===== src/rtl/regfile_mp_sb.sv =====
// Multi-port integer register file with two writeback ports (B over A), optional
// write-to-read bypass and a per-register busy scoreboard for issue/writeback tracking.
module regfile_mp_sb #(
    parameter int unsigned XLEN   = 32,
    parameter int unsigned NREG   = 32,
    parameter int unsigned AW     = 5,
    parameter int unsigned NRD    = 2,
    parameter int unsigned BYPASS = 1
) (
    input  logic                clk,
    input  logic                rst,
    input  logic [NRD*AW-1:0]   rd_addr,
    output logic [NRD*XLEN-1:0] rd_data,
    output logic [NRD-1:0]      rd_busy,
    input  logic                wa_en,
    input  logic [AW-1:0]       wa_addr,
    input  logic [XLEN-1:0]     wa_data,
    input  logic                wb_en,
    input  logic [AW-1:0]       wb_addr,
    input  logic [XLEN-1:0]     wb_data,
    input  logic                rsv_en,
    input  logic [AW-1:0]       rsv_addr,
    output logic                rsv_ack,
    input  logic                sb_flush,
    output logic                wr_conflict,
    output logic [AW:0]         busy_cnt
);
    // Storage covers the full address space; slots >= NREG are never written or reserved.
    localparam int unsigned NSLOT = 1 << AW;
    localparam int unsigned CW    = AW + 1;

    function automatic logic in_range(input logic [AW-1:0] a);
        return {1'b0, a} < CW'(NREG);
    endfunction

    logic [XLEN-1:0]  mem [NSLOT];
    logic [NSLOT-1:0] busy;
    logic [NSLOT-1:0] busy_nxt;
    logic [CW-1:0]    cnt_nxt;
    logic             wa_ok;
    logic             wb_ok;
    logic             rsv_set;

    assign wa_ok   = wa_en && in_range(wa_addr) && (wa_addr != '0);
    assign wb_ok   = wb_en && in_range(wb_addr) && (wb_addr != '0);
    // Acceptance looks at the current busy bit, so a same-cycle writeback does not free it yet.
    assign rsv_ack = rsv_en && !sb_flush && in_range(rsv_addr)
                     && ((rsv_addr == '0) || !busy[rsv_addr]);
    assign rsv_set = rsv_ack && (rsv_addr != '0);

    // Scoreboard next state: flush, then new reservation, then writeback clear.
    always_comb begin
        busy_nxt = busy;
        cnt_nxt  = '0;
        for (int r = 0; r < int'(NSLOT); r++) begin
            if (sb_flush) begin
                busy_nxt[r] = 1'b0;
            end else if (rsv_set && (rsv_addr == AW'(r))) begin
                busy_nxt[r] = 1'b1;
            end else if ((wa_ok && (wa_addr == AW'(r))) || (wb_ok && (wb_addr == AW'(r)))) begin
                busy_nxt[r] = 1'b0;
            end
            cnt_nxt = cnt_nxt + CW'(busy_nxt[r]);
        end
    end

    always_ff @(posedge clk or posedge rst) begin
        if (rst) begin
            for (int r = 0; r < int'(NSLOT); r++) begin
                mem[r] <= '0;
            end
        end else begin
            for (int r = 0; r < int'(NSLOT); r++) begin
                if (wb_ok && (wb_addr == AW'(r))) begin
                    mem[r] <= wb_data;
                end else if (wa_ok && (wa_addr == AW'(r))) begin
                    mem[r] <= wa_data;
                end
            end
        end
    end

    always_ff @(posedge clk or posedge rst) begin
        if (rst) begin
            busy        <= '0;
            busy_cnt    <= '0;
            wr_conflict <= 1'b0;
        end else begin
            busy        <= busy_nxt;
            busy_cnt    <= cnt_nxt;
            wr_conflict <= wa_ok && wb_ok && (wa_addr == wb_addr);
        end
    end

    // Combinational read ports with optional forwarding of this cycle's write.
    always_comb begin
        rd_data = '0;
        rd_busy = '0;
        for (int k = 0; k < int'(NRD); k++) begin
            if (in_range(rd_addr[k*AW +: AW]) && (rd_addr[k*AW +: AW] != '0)) begin
                if ((BYPASS != 0) && wb_ok && (wb_addr == rd_addr[k*AW +: AW])) begin
                    rd_data[k*XLEN +: XLEN] = wb_data;
                end else if ((BYPASS != 0) && wa_ok && (wa_addr == rd_addr[k*AW +: AW])) begin
                    rd_data[k*XLEN +: XLEN] = wa_data;
                end else begin
                    rd_data[k*XLEN +: XLEN] = mem[rd_addr[k*AW +: AW]];
                    rd_busy[k]              = busy[rd_addr[k*AW +: AW]];
                end
            end
        end
    end

endmodule

===== config.mk =====
export PLATFORM = sky130hd
export DESIGN_NAME = regfile_mp_sb
export DESIGN_NICKNAME = d
export VERILOG_FILES = /design/src/rtl/regfile_mp_sb.sv
export SDC_FILE = /design/constraint.sdc
export NUM_CORES = 2
export LEC_CHECK = 0
export ABC_AREA = 1
export CORE_UTILIZATION = 30
export DETAILED_ROUTE_END_ITERATION = 12
export PLACE_DENSITY = 0.47
export REMOVE_ABC_BUFFERS = 1
export SLEW_MARGIN = 15
export SYNTH_ARGS = -nofsm -noshare
export SYNTH_HDL_FRONTEND = slang
export SYNTH_SLANG_ARGS = --single-unit

===== constraint.sdc =====
create_clock -name clk -period 35.7 [get_ports clk]
set_input_delay 3.57 -clock clk [delete_from_list [all_inputs] [get_ports clk]]
set_output_delay 3.57 -clock clk [all_outputs]
set_load 0.02 [all_outputs]

==> impl_metrics.toml <==
[global_routing]
gr-usage-all-layers = 0.322
antenna_found_initial = 17
grt_pass1_vias = 71511
grt_pass1_wl_mm = 550
grt_max_degree = 200
grt_overflow = 0

[setup_path]
reg2reg_to = "busy_cnt[4]"
cp.required_ps = 32130
end_kind = "primary output"
worstSetupStartpointType = "input port"
cp_max_fo = 53
r2r_start = "busy[23]"
cp.arrival_ps = 8480
r2r_cells = 26
path_class = "in2out"
reg2reg_setup_slack_ps = 28900

[min_path]
min_path_type = "reg2reg"
hold_path_startpoint = "mem[1016]"
holdPathEnd = "mem[1016]"
hold_depth = 0

[final_layout]
layout_common_cells = "1908 x nand2_1, 1526 x o21ai_0, 1063 x dfrtp_1, 1000 x nor2_1, 870 x nand3_1"
layout.nets = 9551
final_common_cell = "nand2_1"
synthToLayoutAreaGrowth_pct = 10.7
drive_above_1_share = 0.0647

[placement]
port_buffers = 168
gp_congestion = 0.905
hpwl_mm = 216

[run]
cap_violations = 0

[sta]
fin_crit_ps = 12050
slew_headroom = 0.130
worst_pin_slew_ps = 1300
tns_ps = 0
period_share = 0.338
final_max_slew_viol_count = 0
clock_skew_ps = 6.89
final_hold_viol_count = 0
hold_ws_ps = 400
rsz0062_at_grt = "false"
max_freq_mhz = 83.0
finalSetupViolations = 0

[logic_synthesis]
ys_types = 44
ys_seq_elements = 1063
syn_area_per_cell_um2 = 6.99
ys_warn_count = 0
synth_cells = 10004
synth-seq-area-share = 0.380
synth_area_um2 = 69900

[die]
start_util = 0.303
dieArea_um2 = 235000
die_y_um = 485
rows = 176
core_region_area_um2 = 231000
fp.dieW_um = 485
io_pins = 169

[route]
postRouteAntennaNets = 0
wl_per_cell_um = 31.1
drt_iter0_markers = 11961
routed_wl_mm = 391
vias = 77650
avgViaCountPerCell = 6.18
drc = 0
dr.pass1.iters = 9

[clock_tree]
cts_tree = "yes"
cts-resized-gates = 0
cts_buffer_depth = 3
cts_sinks = 1063
postCtsSetupRepairBufs = 0
htreeDepth = 4
cts_root_buf = "clkbuf_16"
cts_buffers = 140
cts.clk_slew.worst_paths_ps = 60
cts-hold-fix-buffers = 0
worstSkewPairLatency_ps = 840

[power]
p_leak_nw = 32.3
max-vdd-ir-drop_v = 0.0000560
cellPowerDensity_nw_per_um2 = 54.1

[status]
status = "complete, no violations"
-- final cells by class --
| cell class | instances | area, um2 |
|---|---|---|
| Antenna cell | 4 | 10.0 |
| Clock buffer | 222 | 4410 |
| Clock inverter | 27 | 278 |
| Fill cell | 24431 | 153000 |
| Inverter | 485 | 1880 |
| Multi-Input combinational cell | 7353 | 37000 |
| Sequential cell | 1063 | 26600 |
| Tap cell | 3026 | 3790 |
| Timing Repair Buffer | 382 | 3380 |
-- state kept, by name (all words and copies together), names as in the netlist --
| signal | cells |
|---|---|
| wr_conflict | 1 |
| busy_cnt | 6 |
| mem | 1024 |
| busy | 32 |
-- cells in the mapped netlist (all sizes together) --
cell type / number / area, um2
a21oi: 571 / 2860
a221oi: 1 / 8.76
a31oi: 194 / 1210
and2: 1 / 6.26
buf: 467 / 2340
clkbuf: 636 / 2390
clkinv: 24 / 90.1
dfrtp: 1063 / 26600
fa: 24 / 480
ha: 7 / 87.6
inv: 461 / 1730
mux2: 31 / 349
nand2: 1922 / 7230
nand3: 882 / 4430
nand4: 82 / 513
nor2: 1045 / 4190
nor3: 29 / 166
nor3b: 1 / 7.51
nor4: 3 / 18.8
o211ai: 496 / 3720
o21a: 1 / 7.51
o21ai: 1616 / 8100
o221ai: 206 / 1800
o22ai: 215 / 1350
xnor2: 6 / 52.6
xor2: 20 / 175
-- cell families (layout without fill, tap and decap cells) --
| kind of cell | count (synthesis) | count (layout) | share of synthesized area |
|---|---|---|---|
| adders and majority gates | 31 | 31 | 0.00812 |
| and+or+nand+nor | 3965 | 3965 | 0.237 |
| buffers and inverters | 1588 | 1116 | 0.0937 |
| DFF | 1063 | 1063 | 0.380 |
| AOI/OAI and AO/OA | 3300 | 3300 | 0.273 |
| xor gates and xnor gates | 26 | 26 | 0.00326 |
| other | 0 | 4 | 0 |
| muxes | 31 | 31 | 0.00499 |
-- layer usage --
layer / global-route usage / wire length, um / up-vias
li1: - / - / 33388
met1: 0.427 / 158000 / 37674
met2: 0.473 / 163000 / 5414
met3: 0.0883 / 46600 / 1156
met4: 0.172 / 23400 / 18
met5: 0.00592 / 302 / -
-- worst max-delay path, cell delays in order --
cell	delay [ps]
buf_8	290
buf_4	530
buf_4	580
buf_4	670
buf_4	760
o21ai_0	200
o22ai_1	220
nand2_1	70
nand3_1	150
nand4_1	90
nand3_1	160
nand2_1	180
inv_1	110
clkdlybuf4s50_1	600
-- stage by stage --
| step | setup slack [ps] | total power [W] | util | instance area, um2 | cells |
|---|---|---|---|---|---|
| global route | 23600 | 0.00439 | 0.335 | 77400 | 12559 |
| finish | 23650 | 0.00419 | 0.335 | 77400 | 12562 |
| global placement | 23870 | 0.00267 | 0.315 | 72600 | 12308 |
| floorplan | 2210 | 0.00231 | - | 65200 | 8901 |
| CTS | 23820 | 0.00418 | 0.335 | 77400 | 12558 |
| detailed placement | 23870 | 0.00269 | 0.315 | 72700 | 12309 |
-- power breakdown --
part | switching [W] | total, W | internal (W)
logic | 0.000627 | 0.000990 | 0.000363
clock network | 0.000613 | 0.00149 | 0.000873
registers | 0.000208 | 0.00171 | 0.00150
-- worst max-delay path by stage --
stage	startpoint	endpoint	slack, ps	cells after the start
floorplan	rst	busy[0]	2210	1
global route	rd_addr[6]	rd_data[33]	23600	14
finish	rd_addr[6]	rd_data[49]	23650	14
CTS	rd_addr[6]	rd_data[49]	23820	14
global placement	rd_addr[6]	rd_data[49]	23870	14
detailed placement	rd_addr[6]	rd_data[49]	23870	14
No activity file was read; power rests on OpenSTA's default activity.
